==> config.mk <==
export PLATFORM = sky130hd
export DESIGN_NAME = al_flash_reader
export DESIGN_NICKNAME = d
export VERILOG_FILES = /design/src/rtl/al_flash_reader.sv
export SDC_FILE = /design/constraint.sdc
export NUM_CORES = 1
export LEC_CHECK = 0
export BUFFER_PORTS_ARGS = -buffer_cell sky130_fd_sc_hd__buf_2
export CAP_MARGIN = 20
export CORE_MARGIN = 2
export CORE_UTILIZATION = 35
export DETAILED_ROUTE_END_ITERATION = 8
export MAX_ROUTING_LAYER = met4
export PLACE_DENSITY = 0.56
export SYNTH_ARGS = -nofsm -noshare
export SYNTH_HDL_FRONTEND = slang
export SYNTH_SLANG_ARGS = --single-unit
==> constraint.sdc <==
create_clock -name CLK -period 5.1 [get_ports CLK]
set_input_delay 1.275 -clock CLK [delete_from_list [all_inputs] [get_ports CLK]]
set_output_delay 1.275 -clock CLK [all_outputs]
set_load 0.01 [all_outputs]
==> src/rtl/al_flash_reader.sv <==
// Auto-load flash reader: each EXECUTE reads one config record from parallel
// flash and replays its words as register writes. Define AL_CHKSUM_EN for record checksums.
module al_flash_reader #(
  parameter int          WORDS_PER_ADDR = 4,
  parameter int          RD_WAIT        = 7,
  parameter logic [22:0] BASE_ADDR      = 23'h7E0000,
  parameter logic [5:0]  LAST_ADDR      = 6'd33
) (
  input  logic        CLK,
  input  logic        RST_B,
  input  logic        EXECUTE,
  input  logic [5:0]  ADDR,
  input  logic        AL_ENA,
  input  logic        CLR_AL_DONE,
  output logic        BUSY,
  output logic        AL_DONE,
  output logic        CHK_ERR,
  output logic [22:0] FLASH_A,
  output logic        FLASH_CE_B,
  output logic        FLASH_OE_B,
  input  logic [15:0] FLASH_DQ,
  output logic [7:0]  WR_ADDR,
  output logic [15:0] WR_DATA,
  output logic        WR_STB
);

  typedef enum logic [2:0] {S_IDLE, S_SETUP, S_WAIT, S_CAPT, S_FIN} state_t;

  localparam logic [1:0] IDX_LAST = 2'(WORDS_PER_ADDR - 1);

  state_t      state_q, state_d;
  logic [5:0]  addr_q, addr_d;
  logic [1:0]  idx_q, idx_d;
  logic [7:0]  cnt_q, cnt_d;
  logic        busy_q, busy_d;
  logic        al_done_q, al_done_d;
  logic [22:0] flash_a_q, flash_a_d;
  logic        ce_b_q, ce_b_d;
  logic [7:0]  wr_addr_q, wr_addr_d;
  logic [15:0] wr_data_q, wr_data_d;
  logic        wr_stb_q, wr_stb_d;

  logic accept, last_idx, blank, strobe_ok, chk_fail;

  function automatic logic [22:0] word_addr(input logic [5:0] a, input logic [1:0] i);
    return BASE_ADDR + 23'(a) * 23'(WORDS_PER_ADDR) + 23'(i);
  endfunction

  assign accept   = (state_q == S_IDLE) && EXECUTE && AL_ENA;
  assign last_idx = (idx_q == IDX_LAST);
  assign blank    = (idx_q == 2'd0) && (FLASH_DQ == 16'hFFFF);

`ifdef AL_CHKSUM_EN
  // Last word carries the sum of the others; it is checked, never written out.
  logic [15:0] sum_q, sum_d;
  logic        chk_err_q, chk_err_d;

  assign strobe_ok = !last_idx;
  assign chk_fail  = last_idx && (FLASH_DQ != sum_q);

  always_comb begin
    sum_d     = sum_q;
    chk_err_d = CLR_AL_DONE ? 1'b0 : chk_err_q;
    if (accept)
      sum_d = 16'd0;
    else if (state_q == S_CAPT && !last_idx)
      sum_d = sum_q + FLASH_DQ;
    if (state_q == S_CAPT && AL_ENA && !blank && chk_fail)
      chk_err_d = 1'b1;
  end

  always_ff @(posedge CLK) begin
    if (!RST_B) begin
      sum_q     <= 16'd0;
      chk_err_q <= 1'b0;
    end else begin
      sum_q     <= sum_d;
      chk_err_q <= chk_err_d;
    end
  end

  assign CHK_ERR = chk_err_q;
`else
  assign strobe_ok = 1'b1;
  assign chk_fail  = 1'b0;
  assign CHK_ERR   = 1'b0;
`endif

  always_comb begin
    state_d   = state_q;
    addr_d    = addr_q;
    idx_d     = idx_q;
    cnt_d     = cnt_q;
    busy_d    = busy_q;
    al_done_d = CLR_AL_DONE ? 1'b0 : al_done_q;
    flash_a_d = flash_a_q;
    ce_b_d    = ce_b_q;
    wr_addr_d = wr_addr_q;
    wr_data_d = wr_data_q;
    wr_stb_d  = 1'b0;

    case (state_q)
      S_IDLE: if (accept) begin
        state_d   = S_SETUP;
        addr_d    = ADDR;
        idx_d     = 2'd0;
        busy_d    = 1'b1;
        ce_b_d    = 1'b0;
        flash_a_d = word_addr(ADDR, 2'd0);
      end
      S_SETUP: begin
        cnt_d   = 8'(RD_WAIT - 1);
        state_d = S_WAIT;
      end
      S_WAIT: begin
        if (cnt_q == 8'd0) state_d = S_CAPT;
        else               cnt_d   = cnt_q - 8'd1;
      end
      S_CAPT: begin
        if (blank) begin
          al_done_d = 1'b1;
          ce_b_d    = 1'b1;
          state_d   = S_FIN;
        end else begin
          if (strobe_ok) begin
            wr_stb_d  = 1'b1;
            wr_data_d = FLASH_DQ;
            wr_addr_d = {addr_q, idx_q};
          end
          if (last_idx) begin
            ce_b_d  = 1'b1;
            state_d = S_FIN;
            if (chk_fail) al_done_d = 1'b1;
          end else begin
            idx_d     = idx_q + 2'd1;
            flash_a_d = word_addr(addr_q, idx_q + 2'd1);
            state_d   = S_SETUP;
          end
        end
      end
      S_FIN: begin
        state_d = S_IDLE;
        busy_d  = 1'b0;
        if (addr_q == LAST_ADDR) al_done_d = 1'b1;
      end
      default: state_d = S_IDLE;
    endcase

    // Abort discards whatever this cycle would have produced, done flag included.
    if (state_q != S_IDLE && !AL_ENA) begin
      state_d   = S_IDLE;
      busy_d    = 1'b0;
      ce_b_d    = 1'b1;
      wr_stb_d  = 1'b0;
      wr_addr_d = wr_addr_q;
      wr_data_d = wr_data_q;
      al_done_d = CLR_AL_DONE ? 1'b0 : al_done_q;
    end
  end

  always_ff @(posedge CLK) begin
    if (!RST_B) begin
      state_q   <= S_IDLE;
      addr_q    <= 6'd0;
      idx_q     <= 2'd0;
      cnt_q     <= 8'd0;
      busy_q    <= 1'b0;
      al_done_q <= 1'b0;
      flash_a_q <= 23'd0;
      ce_b_q    <= 1'b1;
      wr_addr_q <= 8'd0;
      wr_data_q <= 16'd0;
      wr_stb_q  <= 1'b0;
    end else begin
      state_q   <= state_d;
      addr_q    <= addr_d;
      idx_q     <= idx_d;
      cnt_q     <= cnt_d;
      busy_q    <= busy_d;
      al_done_q <= al_done_d;
      flash_a_q <= flash_a_d;
      ce_b_q    <= ce_b_d;
      wr_addr_q <= wr_addr_d;
      wr_data_q <= wr_data_d;
      wr_stb_q  <= wr_stb_d;
    end
  end

  assign BUSY       = busy_q;
  assign AL_DONE    = al_done_q;
  assign FLASH_A    = flash_a_q;
  assign FLASH_CE_B = ce_b_q;
  assign FLASH_OE_B = ce_b_q;
  assign WR_ADDR    = wr_addr_q;
  assign WR_DATA    = wr_data_q;
  assign WR_STB     = wr_stb_q;

endmodule

======== Yosys cells after proc, flatten, opt, wreduce, memory -nomap -nowiden ========
Cells that the tools add are included.
word-level totals
  output and inout bits ................... 53
  word-level logic and storage cells ...... 81
  flip-flop bits (word level) ............. 70
  input bits .............................. 27
operators by class
  eq/ne operators ......................... 13
  reductions and logical operators ........ 21
  add/subtract/negate cells ............... 5
  mux-type cells .......................... 27
  bitwise operators ....................... 4
operator list
  cell                                                                 count
  23-bit two-way mux                                                   3
  23-bit case mux with 2 select lines                                  1
  18-bit by 9-bit adder with 19-bit output (first input constant)      2
  19-bit by 3-bit adder with 20-bit output                             1
  16-bit == test (second input constant)                               1
  8-bit case mux with 2 select lines                                   1
  3-bit two-way mux                                                    4
  3-bit case mux with 4 select lines                                   1
  2-bit inequality test (second input constant)                        5
  1-bit two-way mux                                                    9
  8-bit zero test                                                      1
  8-bit two-way mux                                                    1
  2-bit AND reduction                                                  4
  8-bit by 1-bit subtractor with 8-bit output (second input constant)  1
  3-bit by 2-bit == test with 1-bit output (second input constant)     2
  6-bit == test (second input constant)                                1
  2-bit two-way mux                                                    3
  1-bit case mux with 2 select lines                                   3
  3-bit AND reduction                                                  2
  2-bit nonzero test                                                   3
  1-bit logical AND                                                    4
  1-bit inverter                                                       4
  2-bit case mux with 2 select lines                                   1
  4-bit AND reduction                                                  1
  11 further kinds                                                     11

======== Logic depth before layout (Yosys ltp) ========
  depth in word-level cells ............... 5
  mapped depth ............................ 7
  depth with buffers taken out ............ 6

======== Worst setup path after synthesis ========
No wires, ideal clock.
  kind .................................... input port to flip-flop
  from .................................... input FLASH_DQ[2]
  to ...................................... register wr_stb_q (netlist: WR_STB)
  data arrival time ....................... 2.425 ns
  setup time .............................. 0.115 ns
  path buffers ............................ 1
  path slack .............................. 2.560 ns
  required time ........................... 4.985 ns
  stages .................................. 5
  path through ............................ nand4_1 -> nor4_2 -> a21oi_2 -> buf_2 -> and2_1
between the ends
  longest elaborated chain between the ends .. 3
RTL lines
  item                    RTL line  source
  start: declaration      21        input logic [15:0] FLASH_DQ,
  16-bit == test          51        assign blank = (idx_q == 2'd0) && (FLASH_DQ == 16'hFFFF);
  1-bit logical AND       51
  1-bit two-way mux       120       if (blank) begin
  end signal: assignment  185       wr_stb_q <= wr_stb_d;
  end: declaration        41        logic wr_stb_q, wr_stb_d;
Every way passes these cells.
A chain may end at the register's enable or synchronous reset.

==> impl_metrics.csv <==
group,metric,value,unit
finish,n_fill_cell,767,
logic_synthesis,synthesis.instances,292,
timing,rsz0062_at_grt,"no",
worst_setup_path,timing.rr.end,"WR_DATA[12]",
floorplanning,starting_density,36.0,%
floorplanning,die_h,90.4,um
global_routing,grt_first_pass_wirelength,9.06,mm
worst_setup_path,critical_path.cell_chain,"buf_2 -> buf_4 -> inv_1 -> or3_1 -> mux2i_1",
finish,drive_above_1_share,27.3,%
floorplanning,fp.dieArea,0.00817,sq mm
clock_tree,postCtsResizedCells,0,
logic_synthesis,synth_largest_area_cell,"dfxtp_1",
placed_design,gp_congestion,0.769,
logic_synthesis,synth_warn,0,
run,max_cap_violations,0,
worst_setup_path,criticalPathCategory,"in2reg",
placed_design,dp_hpwl,4.12,mm
global_routing,grt_max_degree,51,
clock_tree,cts_post_setup_buffers_inserted,0,
clock_tree,cts_tree,"done",
worst_setup_path,max_stage_delay,0.49,ns
drt,via_count,2129,
drt,postRouteWirelength,5.55,mm
worst_setup_path,reg2regPathDepth,4,
logic_synthesis,synth-main-ff-cell,"dfxtp_1",
clock_tree,cts_num_sinks,54,
floorplanning,floorplan.die.width,90.4,um
finish,final_cell_mix,"buf_2, nand2_1, dfxtp_1, mux2i_1, nor2_1",
worst_hold_path,hold_class,"reg2reg",
finish,multiInputGateArea,0.00134,sq mm
timing,setup-tns-final,0,ns
status,outcome,"completed",
drt,ant_nets,0,
finish,n_antenna_cell,0,
timing,tightest_slew,1.02,ns
pwr,power-per-cell-area,290,mW/mm^2
clock_tree,clockBufferDepth,2,
worst_setup_path,timing.critical_path.from,"RST_B",
timing,max_slew_margin,32.1,%
logic_synthesis,synth_seq_cells,54,
placed_design,placed_cells_incl_taps,435,
logic_synthesis,netlist_area,0.00261,sq mm
logic_synthesis,synth.yosys.seq_area_share,41.4,%
clock_tree,clock_tree.root_cell,"clkbuf_8",
drt,detail_route.first_pass.iterations,4,
drt,first_iter_violations,45,
worst_setup_path,crit_path_end_kind,"flop",
pwr,worst_ir_drop_vdd,106,uV
global_routing,vias_in_the_first_global_route,1965,
timing,finalCritPeriodShare,53.9,%
logic_synthesis,synthesis.area_per_instance,8.95,sq um
worst_setup_path,slowest_stage,"buf_4",
clock_tree,hold_buffers,0,
finish,mostFrequentLayoutCell,"buf_2",
clock_tree,cts-htree-levels,2,
floorplanning,io_pins,80,
timing,clock.fmax,364,MHz
timing,finalSetupViolations,0,
worst_setup_path,last_element_of_the_critical_path,"cnt_q[7]",
finish,layout.cells.non_filler,443,
worst_setup_path,cp.arrival,2.99,ns
global_routing,grt_overflow,0,
logic_synthesis,netlist-cell-type-count,45,
finish,layout-area-overhead-vs-synth,16.4,%
floorplanning,std_cell_rows,31,
drt,wl_per_cell,12.5,um
pwr,power_leakage,1.33,nW
drt,detail_route.vias_per_cell,4.81,
finish,sequential_cell_area,0.00108,sq mm
timing,worst_clock_skew,0.0113,ns
global_routing,antenna_found_initial,0,
logic_synthesis,async_sr_flop_fraction,0,%
worst_setup_path,setup.worst_path.start_class,"input pin",
finish,num-nets-final,374,
drt,drc,0,
logic_synthesis,synth_area_leaders,"dfxtp_1, mux2i_1, nand2_1, buf_4, mux2_2",
global_routing,grtUsageTotal,13.9,%
clock_tree,worst_skew_pair.late_latency,0.31,ns
worst_setup_path,worstPathRequired,5.34,ns
timing,timing.final.hold_violations,0,
worst_setup_path,worst-r2r-setup-slack,3.02,ns
timing,max_transition_viols_final,0,
timing,period_minus_slack,2.75,ns
logic_synthesis,yosysTopAreaCellShare,41.4,%
clock_tree,clk_pin_slew,0.10,ns
placed_design,port_buffers,69,
logic_synthesis,synth-edff-count,0,
floorplanning,core,0.00725,sq mm
worst_setup_path,crit_path_max_fanout,50,
worst_setup_path,reg2reg_from,"state_q[0]",
clock_tree,cts_buffers,5,
==> state kept, by name, summed over array words and instances (netlist names) <==
signal	flops
state_q	3
AL_DONE	1
idx_q	1
WR_ADDR	8
cnt_q	8
FLASH_CE_B	1
addr_q	6
WR_DATA	16
FLASH_A	8
BUSY	1
WR_STB	1
==> how the worst min path moves through the flow <==
stage,from,to,slack [ns],cells past startpoint
final,WR_DATA[5],WR_DATA[5],0.46,2
after global routing,WR_DATA[8],WR_DATA[8],0.49,2
after CTS,WR_DATA[9],WR_DATA[9],0.46,2
after detailed placement,WR_DATA[9],WR_DATA[9],0.45,2
after global placement,WR_DATA[9],WR_DATA[9],0.44,2
after floorplan,cnt_q[5],cnt_q[5],0.45,2
==> area by class of cell <==
type	count	area share, %
multi-input combinational	204	44.0
sequential	54	35.6
timing repair buffer	70	11.6
tap	99	4.07
clock buffer	5	2.26
clock inverter	3	1.56
inverter	8	0.988
==> per-layer routing <==
layer / vias up / GRT usage (%) / share of wire [%]
met5: - / - / 0
met4: 0 / 5.51 / 1.3
met1: 982 / 18.3 / 51
met3: 5 / 2.50 / 4.1
met2: 59 / 21.2 / 43
li1: 1083 / - / -
==> critical path: cells and delay by family <==
kind / cells / cell delay, ns
buf+inv: 3 / 1.15
mux: 1 / 0.14
simple gates: 1 / 0.41
==> cell usage after synthesis, types with 2 or more instances <==
master	instances
a2111oi_0	2
or4_1	2
o21ai_0	2
a2111o_1	2
or3b_2	2
mux2_2	6
mux2i_1	41
a21oi_2	2
nor2_1	11
buf_4	17
nand4_1	3
nand3_1	7
or3_2	2
ha_1	4
clkbuf_1	8
o2111ai_1	2
or3_1	4
nand3b_1	2
a311oi_1	2
nor3_1	3
dfxtp_1	54
a211oi_1	2
a21oi_1	6
nand2_1	68
and3_1	2
inv_1	8
buf_2	9
and2_1	2
==> power by group <==
part	internal, mW	switching [mW]
combinational	0.0551	0.0743
clock	0.150	0.149
sequential	0.438	0.0160
total	0.643	0.239
==> through the flow <==
stage	util (%)	hold WS [ns]	power [mW]	worst slack [ns]	instance area, sq um
final	41.9	0.460	0.883	2.35	3040
after CTS	41.9	0.461	0.895	2.36	3040
after global routing	41.9	0.488	0.924	2.17	3040
after global placement	40.3	0.440	0.592	2.07	2920
after detailed placement	40.3	0.447	0.594	2.02	2920
after floorplan	-	0.450	0.568	2.56	2650
==> kinds of logic after synthesis <==
kind of cell / synth area share [%]
buffers and inverters: 9.05
DFF: 41.4
other: 0.144
and+or+nand+nor: 20.9
AOI/OAI and AO/OA: 8.33
muxes: 18.3
adders and majority gates: 1.92
(Power assumes the default switching activity.)
